[config.mk]
export PLATFORM = sky130hd
export DESIGN_NAME = fc_fout_packer
export DESIGN_NICKNAME = d
export VERILOG_FILES = /design/src/rtl/fc_pkg.sv /design/src/rtl/fc_word_fifo.sv /design/src/rtl/fc_fout_packer.sv
export SDC_FILE = /design/constraint.sdc
export NUM_CORES = 2
export LEC_CHECK = 0
export CORE_MARGIN = 1.5
export CORE_UTILIZATION = 34
export DETAILED_ROUTE_END_ITERATION = 10
export PLACE_DENSITY_LB_ADDON = 0.05
export SYNTH_ARGS = -nofsm -noshare
export SYNTH_HDL_FRONTEND = slang
export SYNTH_SLANG_ARGS = --single-unit
[constraint.sdc]
create_clock -name clk -period 24.6 [get_ports clk]
set_input_delay 2.46 -clock clk [delete_from_list [all_inputs] [get_ports clk]]
set_output_delay 2.46 -clock clk [all_outputs]
set_load 0.005 [all_outputs]
[src/rtl/fc_pkg.sv]
// Shared constants, packed-word type and FSM encoding for the full_connect output packer.
package fc_pkg;

  localparam int FC_DATA_W = 32;
  localparam int FC_PACK   = 8;
  localparam int FC_WORD_W = FC_DATA_W * FC_PACK;

  typedef logic [FC_WORD_W-1:0] fc_word_t;

  typedef enum logic [1:0] {
    FC_IDLE  = 2'd0,
    FC_ACC   = 2'd1,
    FC_DRAIN = 2'd2,
    FC_DONE  = 2'd3
  } fc_state_t;

endpackage

[src/rtl/fc_word_fifo.sv]
// First-word-fall-through FIFO holding {addr,data} packed words.
// A push into a full FIFO is accepted when the head pops in the same cycle.
module fc_word_fifo #(
  parameter int W     = 265,
  parameter int DEPTH = 4
) (
  input  logic         clk,
  input  logic         rst,
  input  logic         clr,
  input  logic         push,
  input  logic [W-1:0] push_data,
  input  logic         pop,
  output logic [W-1:0] head,
  output logic         full,
  output logic         empty
);

  localparam int AW = $clog2(DEPTH);

  logic [W-1:0]  mem_reg [DEPTH];
  logic [AW-1:0] wr_ptr_reg;
  logic [AW-1:0] rd_ptr_reg;
  logic [AW:0]   count_reg;
  logic          pop_eff;
  logic          push_eff;

  assign empty    = (count_reg == '0);
  assign full     = (count_reg == (AW+1)'(DEPTH));
  assign pop_eff  = pop && !empty;
  assign push_eff = push && (!full || pop_eff);

  // Head is shown only while an entry exists, so an empty FIFO presents zeros.
  assign head = empty ? '0 : mem_reg[rd_ptr_reg];

  // Storage write; when full with a pop, the freed head slot becomes the new tail.
  always_ff @(posedge clk) begin
    if (push_eff && !clr) begin
      mem_reg[wr_ptr_reg] <= push_data;
    end
  end

  // Pointer and occupancy bookkeeping.
  always_ff @(posedge clk or posedge rst) begin
    if (rst) begin
      wr_ptr_reg <= '0;
      rd_ptr_reg <= '0;
      count_reg  <= '0;
    end else if (clr) begin
      wr_ptr_reg <= '0;
      rd_ptr_reg <= '0;
      count_reg  <= '0;
    end else begin
      if (push_eff) wr_ptr_reg <= wr_ptr_reg + AW'(1);
      if (pop_eff)  rd_ptr_reg <= rd_ptr_reg + AW'(1);
      count_reg <= count_reg + (AW+1)'(push_eff) - (AW+1)'(pop_eff);
    end
  end

endmodule

[src/rtl/fc_fout_packer.sv]
// Applies optional ReLU to serial float outputs, packs PACK of them per word
// and streams the words through a small FIFO to the feature-map write path.
module fc_fout_packer import fc_pkg::*; #(
  parameter int DATA_W     = FC_DATA_W,
  parameter int PACK       = FC_PACK,
  parameter int IDX_W      = 12,
  parameter int FIFO_DEPTH = 4
) (
  input  logic                            clk,
  input  logic                            rst,
  input  logic                            start,
  input  logic                            relu_en,
  input  logic [IDX_W:0]                  fout_num,
  input  logic [DATA_W-1:0]               fc_fout,
  input  logic                            fc_fout_vld,
  input  logic [IDX_W-1:0]                fc_fout_idx,
  output logic [DATA_W*PACK-1:0]          wr_data,
  output logic [IDX_W-$clog2(PACK)-1:0]   wr_addr,
  output logic                            wr_vld,
  input  logic                            wr_rdy,
  output logic                            busy,
  output logic                            done,
  output logic                            seq_err,
  output logic                            ovf_err
);

  localparam int LW     = $clog2(PACK);
  localparam int AW     = IDX_W - LW;
  localparam int WORD_W = DATA_W * PACK;
  localparam int ENT_W  = AW + WORD_W;

  fc_state_t         state_reg, state_next;
  logic [IDX_W:0]    fout_num_reg;
  logic [IDX_W:0]    cnt_reg;
  logic [IDX_W:0]    cnt_inc;
  logic [IDX_W-1:0]  exp_idx_reg;
  logic [WORD_W-1:0] pack_reg;
  logic [WORD_W-1:0] pack_word;
  logic              seq_err_reg;
  logic              ovf_err_reg;

  logic              accept;
  logic              is_last;
  logic              push;
  logic              pop;
  logic              drop;
  logic [LW-1:0]     lane;
  logic [DATA_W-1:0] relu_val;
  logic [ENT_W-1:0]  fifo_head;
  logic              fifo_full;
  logic              fifo_empty;

  assign accept   = (state_reg == FC_ACC) && fc_fout_vld && !start;
  assign lane     = fc_fout_idx[LW-1:0];
  assign relu_val = (relu_en && fc_fout[DATA_W-1]) ? '0 : fc_fout;
  assign cnt_inc  = cnt_reg + (IDX_W+1)'(1);
  assign is_last  = (cnt_inc == fout_num_reg);
  assign push     = accept && ((lane == LW'(PACK-1)) || is_last);
  assign pop      = wr_vld && wr_rdy;
  assign drop     = push && fifo_full && !pop;

  // Word being assembled this cycle: the incoming value overlays its lane.
  for (genvar gi = 0; gi < PACK; gi++) begin : g_lane
    assign pack_word[gi*DATA_W +: DATA_W] =
      (accept && (lane == LW'(gi))) ? relu_val : pack_reg[gi*DATA_W +: DATA_W];
  end

  // State register.
  always_ff @(posedge clk or posedge rst) begin
    if (rst) state_reg <= FC_IDLE;
    else     state_reg <= state_next;
  end

  // Next-state logic; start restarts the layer from any state.
  always_comb begin
    state_next = state_reg;
    if (start) begin
      state_next = (fout_num == '0) ? FC_DONE : FC_ACC;
    end else begin
      case (state_reg)
        FC_ACC:   if (accept && is_last) state_next = FC_DRAIN;
        FC_DRAIN: if (fifo_empty)        state_next = FC_DONE;
        default:  state_next = state_reg;
      endcase
    end
  end

  // Layer counters, pack register and sticky error flags.
  always_ff @(posedge clk or posedge rst) begin
    if (rst) begin
      fout_num_reg <= '0;
      cnt_reg      <= '0;
      exp_idx_reg  <= '0;
      pack_reg     <= '0;
      seq_err_reg  <= 1'b0;
      ovf_err_reg  <= 1'b0;
    end else if (start) begin
      fout_num_reg <= fout_num;
      cnt_reg      <= '0;
      exp_idx_reg  <= '0;
      pack_reg     <= '0;
      seq_err_reg  <= 1'b0;
      ovf_err_reg  <= 1'b0;
    end else begin
      if (accept) begin
        cnt_reg     <= cnt_inc;
        exp_idx_reg <= exp_idx_reg + IDX_W'(1);
        pack_reg    <= push ? '0 : pack_word;
        if (fc_fout_idx != exp_idx_reg) seq_err_reg <= 1'b1;
      end
      if (drop) ovf_err_reg <= 1'b1;
    end
  end

  fc_word_fifo #(
    .W     (ENT_W),
    .DEPTH (FIFO_DEPTH)
  ) u_fifo (
    .clk       (clk),
    .rst       (rst),
    .clr       (start),
    .push      (push),
    .push_data ({fc_fout_idx[IDX_W-1:LW], pack_word}),
    .pop       (pop),
    .head      (fifo_head),
    .full      (fifo_full),
    .empty     (fifo_empty)
  );

  assign wr_vld  = !fifo_empty;
  assign wr_addr = fifo_head[ENT_W-1:WORD_W];
  assign wr_data = fifo_head[WORD_W-1:0];
  assign busy    = (state_reg == FC_ACC) || (state_reg == FC_DRAIN);
  assign done    = (state_reg == FC_DONE);
  assign seq_err = seq_err_reg;
  assign ovf_err = ovf_err_reg;

endmodule

### After elaboration in Yosys (flattened, before gate mapping)

Memories as Yosys holds them, arrays and structs flattened.
Cells that the tools add are included.

| word-level totals | value |
|---|---|
| bits in writable memories | 1060 |
| logic and storage cells | 103 |
| memories | 1 |
| bits in registers | 305 |
| memory bits (read-only) | 0 |
| bits in latches | 0 |
| output and inout port bits | 270 |

Memories:

| memory | depth | width | rd ports | clocked after memory_dff | write ports | RTL line | text |
|---|---|---|---|---|---|---|---|
| u_fifo.mem_reg | 4 | 265 | 1 | 0 | 1 | fc_word_fifo.sv:20 | `logic [W-1:0] mem_reg [DEPTH];` |

| operators by class | value |
|---|---|
| add/sub/neg operators | 6 |
| div/mod/pow operators | 0 |
| bitwise operators | 0 |
| multipliers | 0 |
| shift operators | 0 |
| magnitude comparators | 0 |
| mux-type cells | 34 |
| reduce and logical (&&, ||, !) cells | 37 |
| equal/unequal tests | 15 |

Operators with widths:

| cell | count |
|---|---|
| 2-to-1 mux 256 bit | 3 |
| 2-to-1 mux 32 bit | 9 |
| 2-to-1 mux 265 bit | 1 |
| 2-to-1 mux 13 bit | 2 |
| 2-to-1 mux 12 bit | 2 |
| logical AND 1 bit | 19 |
| 2-to-1 mux 2 bit | 8 |
| == test 3 bit, second input constant | 5 |
| adder 13 x 1 -> 13 bit, second input constant | 1 |
| == test 13 bit | 1 |
| logical NOT 13 bit | 1 |
| adder 12 x 1 -> 12 bit, second input constant | 1 |
| != test 12 bit | 1 |
| nonzero test 2 bit | 5 |
| 2-to-1 mux 1 bit | 7 |
| == test 3 x 2 -> 1 bit, second input constant | 2 |
| logical NOT 3 bit | 2 |
| != test 3 x 2 -> 1 bit, second input constant | 2 |
| adder 2 x 1 -> 2 bit, second input constant | 2 |
| == test 2 bit, second input constant | 2 |
| logical NOT 1 bit | 4 |
| one-hot mux 2 bit (2 select lines) | 1 |
| adder 3 x 1 -> 3 bit | 1 |
| == test 3 x 1 -> 1 bit, second input constant | 1 |
| other kinds (7) | 9 |

### Depth between registers and ports, before layout

| depth | value |
|---|---|
| word-level depth | 9 |
| depth in mapped cells | 14 |

### Hierarchy

A second synthesis with hierarchy kept.

| second synthesis, totals | value |
|---|---|
| cells, all modules | 3193 |
| area total of the unflattened synthesis | 54936.4 µm² |

By module, submodules not included:

| module | seq. area each (µm²) | area an instance (µm²) | cells an instance | instances |
|---|---|---|---|---|
| fc_word_fifo | 32005.7 | 40500.1 | 1727 | 1 |
| fc_fout_packer | 7457.2 | 14436.3 | 1466 | 1 |

### Least setup slack after synthesis

No wires, ideal clock.

| timing | value |
|---|---|
| path type | input to register |
| start | input fc_fout_vld |
| end | memory u_fifo.mem_reg[0][0], enable pin |
| setup slack | 14063 ps |
| stages | 7 |
| arrival | 9876 ps |
| setup time | 660 ps |
| path through | nand2_1 -> nor2_4 -> nand4_1 -> nor4_1 -> o2111ai_4 -> a21oi_4 -> and2_1 |

| on the way | value |
|---|---|
| cells in the longest elaborated chain, start to end | 7 |

Ends and longest elaborated chain:

| element | RTL line | text |
|---|---|---|
| from (decl) | fc_fout_packer.sv:15 | `input logic fc_fout_vld,` |
| logical AND 1 bit (2 in a row) | fc_fout_packer.sv:53 | `assign accept = (state_reg == FC_ACC) && fc_fout_vld && !start;` |
| logical AND 1 bit | fc_fout_packer.sv:58 | `assign push = accept && ((lane == LW'(PACK-1)) \|\| is_last);` |
| logical AND 1 bit | fc_word_fifo.sv:30 | `assign push_eff = push && (!full \|\| pop_eff);` |
| logical AND 1 bit | fc_word_fifo.sv:37 | `if (push_eff && !clr) begin` |
| 2-to-1 mux 1 bit | fc_word_fifo.sv:37 |  |
| 2-to-1 mux 1 bit (not written as such) | fc_word_fifo.sv:38 | `mem_reg[wr_ptr_reg] <= push_data;` |
| to (decl) | fc_word_fifo.sv:20 |  |

Every way passes these cells.

### Final worst setup path

| timing | value |
|---|---|
| start | register u_fifo.rd_ptr_reg[1] |
| end | output wr_data[58] |

| on the way | value |
|---|---|
| cells in the longest elaborated chain, start to end | 2 |

Ends and longest elaborated chain:

| element | RTL line | text |
|---|---|---|
| from (decl) | fc_word_fifo.sv:22 | `logic [AW-1:0] rd_ptr_reg;` |
| from (signal assigned) | fc_word_fifo.sv:54 | `if (pop_eff) rd_ptr_reg <= rd_ptr_reg + AW'(1);` |
| memory (4 x 265 bit) | - |  |
| 2-to-1 mux 265 bit | fc_word_fifo.sv:33 | `assign head = empty ? '0 : mem_reg[rd_ptr_reg];` |
| to (decl) | fc_fout_packer.sv:17 | `output logic [DATA_W*PACK-1:0] wr_data,` |

Every way passes these cells.

==> metrics.md <==
| Metric | Value |
|---|---|
| Clock Skews | `~24 ps` |
| Busiest layer in global routing | `met2` |
| Worst-Skew Late Latency | `780 ps` |
| Syn Std Cell Area | `~56000 µm²` |
| Placed insts | `around 6.0k` |
| Sequential fraction of design power | `41.0%` |
| Final TNS setup | `0 ps` |
| Drt wl/cell | `between 20 and 30 µm` |
| Hold Vio Cnt, Final | `0` |
| Final WL | `163.3 mm` |
| Pwr Density | `92.49 nW/µm²` |
| Die height | `407.2 µm` |
| Fraction of layout cells with a size suffix above 1 | `14.48%` |
| CP Data Arrival Time | `between 5000 and 6000 ps` |
| Synth Area in XOR/XNOR | `0.8357%` |
| R2r worst-path depth | `12` |
| Tmin final | `8071 ps` |
| Leakage | `22.07 nW` |
| DRT Pass-1 Iters | `5` |
| Synth top area share | `57.30%` |
| CP Cell Sequence | `buf_4, buf_12, buf_4, buf_4, mux4_2, and2_1, clkdlybuf4s50_1` |
| Worst-Margin Slew | `approximately 1200 ps` |
| Via count | `roughly 32k` |
| CP max stage cell | `dfrtp_4` |
| Starting Density | `about 34%` |
| Combinational group share of total power | `approximately 23%` |
| Required time worst endpoint | `approximately 22000 ps` |
| Peak supply drop | `91.55 µV` |
| CP Class | `reg -> out` |
| Initial DRC count | `2898` |
| Initial antenna violation count | `32` |
| Gpl congestion | `~0.73` |
| Layout area overhead | `18.85%` |
| Top Ports | `333` |
| Number of enable flip-flop cells after synthesis | `~1.1k` |
| Status | `finished clean` |
| H-tree lvl count | `4` |
| Global Route Usage Sum | `19.60%` |
| Drt drc | `0` |
| Final non-filler cell total | `6259` |
| Switching Fraction | `26.36%` |
| Synth area leaders | `edfxtp_1 57%, dfrtp_1 14%, mux4_2 11%` |
| Die width | `407.2 µm` |
| Num Clock Sinks | `1365` |
| Die area | `165800 µm²` |
| GRT overflow | `0` |
| Global Route met3 Usage | `between 3 and 4%` |
| Max Cap Viol | `0` |
| Number of flip-flops in the largest register | `1060` |
| Routed Antenna Nets | `0` |
| Met1 GRT Util | `28.36%` |
| Adder-Cell Fraction of Synth Area | `0.2838%` |
| Synth Area in Compound Gates | `3.057%` |
| Postcts setup bufs | `0` |
| Register bit total from synthesis | `1365` |
| Mux share of post-synthesis cell area | `11.08%` |
| Most common cell on crit path | `buf_4` |
| CTS tree | `built` |
| Register Area | `39470 µm²` |
| Crit path launch type | `flop` |
| Ys async rst share | `22.34%` |
| Final slew viol count | `0` |
| Fin nets | `4010` |
| Clock share of power | `about 36%` |
| Rows | `148` |
| Worst hold margin | `between 400 and 500 ps` |
| Mapped Cells | `3644` |
| Simple logic cell fraction of the synthesized area | `11.67%` |
| Ys flop type | `edfxtp_1` |
| Cts repair resizes | `0` |
| Vias per std cell | `5.143` |
| Cell variety after synth | `between 50 and 60` |
| Max Clock Freq | `123.9 MHz` |
| CTS buffer count | `approximately 160` |
| Vias in the first global route | `approximately 32k` |
| Largest net degree at the start of global routing | `between 150 and 200` |
| Mapped Nets | `~3.7k` |
| Max Root-Sink Buffers | `3` |
| Fin util | `40.65%` |
| Syn. warnings | `0` |
| Clock-pin slew on the worst setup and hold paths | `roughly 60 ps` |
| Sequential share of the synthesized area | `71.04%` |
| Psw | `0.001609 W` |
| Hold depth | `2` |
| Crit path max fanout | `98` |
| Footprint of the multi-input gates | `15030 µm²` |
| Post-DP HPWL | `around 94 mm` |
| Crit path capture type | `primary output` |
| RSZ-0062 raised after global routing | `false` |
| Period utilization | `32.81%` |
| Max stage delay on crit path | `830 ps` |
| Port Buffers | `about 330` |
| Yosys top cell by area | `edfxtp_1` |
| First-pass GRT wire length | `~240 mm` |
| Root buffer cell | `clkbuf_16` |
| M2 GR Usage | `30.39%` |
| Fillers | `14.90k` |
| Hold-fix buffers at CTS | `0` |
| Pint | `0.004496 W` |
| Largest family of logic cells by synthesized area | `simple AND/OR/NAND/NOR gates` |
| Slew HR | `20.59%` |
| Setup violators final | `0` |
| Core Box Area | `162400 µm²` |
| Hold Path Class | `reg -> reg` |
| Synthesized area per cell | `15.24 µm²` |
routing by layer:
metal  part of all wire (%)  vias to the layer above  routed length (µm)
li1                       -                    14235                   -
met1                     44                    16737               72410
met2                     47                     1038               76370
met3                    7.1                      181               11520
met4                    1.8                        0                3014
met5                      0                        -                   0
cells in the mapped netlist, types with 2 or more instances:
master       n
edfxtp_1  1060
nand2_1    757
dfrtp_1    305
and2_1     271
mux4_2     265
o21ai_0    260
nand4_1    233
clkbuf_1   174
buf_1       50
nor2_1      38
xor2_1      30
a21boi_1    23
xnor2_1     23
buf_2       22
mux2_2      14
nand3_1     14
buf_6       11
ha_1        11
inv_1       11
a21boi_0    10
a21oi_1      6
nand2b_1     6
nor3_1       6
nor4_1       6
and3_1       5
or3_1        4
and4_1       2
mux2i_1      2
nand3b_1     2
nor2b_1      2
final cells by class:
class	instances	share of cell area (%)
antenna	16	0.06065
clock buffer	221	6.514
clock inverter	70	0.8282
inverter	11	0.08149
multi-input combinational	2009	22.77
sequential	1365	59.79
tap	2175	4.122
timing repair buffer	392	5.841
power groups by stage:
stage          clock network (W)  logic [W]  registers, W
4_1_cts                  0.00227    0.00146       0.00250
5_1_grt                  0.00235    0.00153       0.00251
3_3_place_gp                   0    0.00146       0.00255
6_report                 0.00220    0.00140       0.00250
2_1_floorplan                  0   0.000666       0.00253
3_5_place_dp                   0    0.00145       0.00255
kinds of logic (layout without fill, tap and decap cells):
logic type / count (synthesis) / count (layout)
xor+xnor: 53 / 53
mux: 282 / 282
compound gates: 310 / 310
fa+ha+maj: 12 / 12
flops: 1365 / 1365
buf+inv: 270 / 694
simple gates: 1352 / 1352
other cells: 0 / 16
layout by cell type, fill, tap and decap left out, drive strengths merged, types with 61 or more instances in the layout:
cell type,count
mux4,265
clkbuf,221
nand2,757
dfrtp,305
buf,61
nand4,234
o21ai,260
clkdlybuf4s50,331
and2,271
edfxtp,1060
metrics by stage:
step	power (W)	instance area, µm²	setup slack [ps]
floorplan	0.003198	55550	13710
global placement	0.004009	61130	16480
detailed placement	0.004007	61130	16370
CTS	0.006235	65980	16250
global route	0.006377	65980	16200
finish	0.006106	66020	16530
worst max-delay path, delay by kind of cell (launching register included):
| family | cells | cell delay [ps] |
|---|---|---|
| simple gates | 1 | 190 |
| mux | 1 | 470 |
| buf+inv | 5 | 3180 |
| flops | 1 | 830 |
worst paths after layout:
kind / slack, ps / startpoint / to
setup / recovery: 16530 / u_fifo.rd_ptr_reg[1]$_DFFE_PP0P_ / wr_data[58]
hold / removal: 470 / pack_reg[51]$_DFFE_PP0P_ / pack_reg[51]$_DFFE_PP0P_
setup reg to reg: 18870 / state_reg[1]$_DFFE_PP0P_ / u_fifo.mem_reg[0][198]$_DFFE_PP_
hold reg to reg: 470 / pack_reg[51]$_DFFE_PP0P_ / pack_reg[51]$_DFFE_PP0P_
max in group asynchronous: 20140 / rst / pack_reg[145]$_DFFE_PP0P_
min in group asynchronous: 2270 / rst / state_reg[1]$_DFFE_PP0P_
Note: power is estimated with default switching activity, not from simulation.
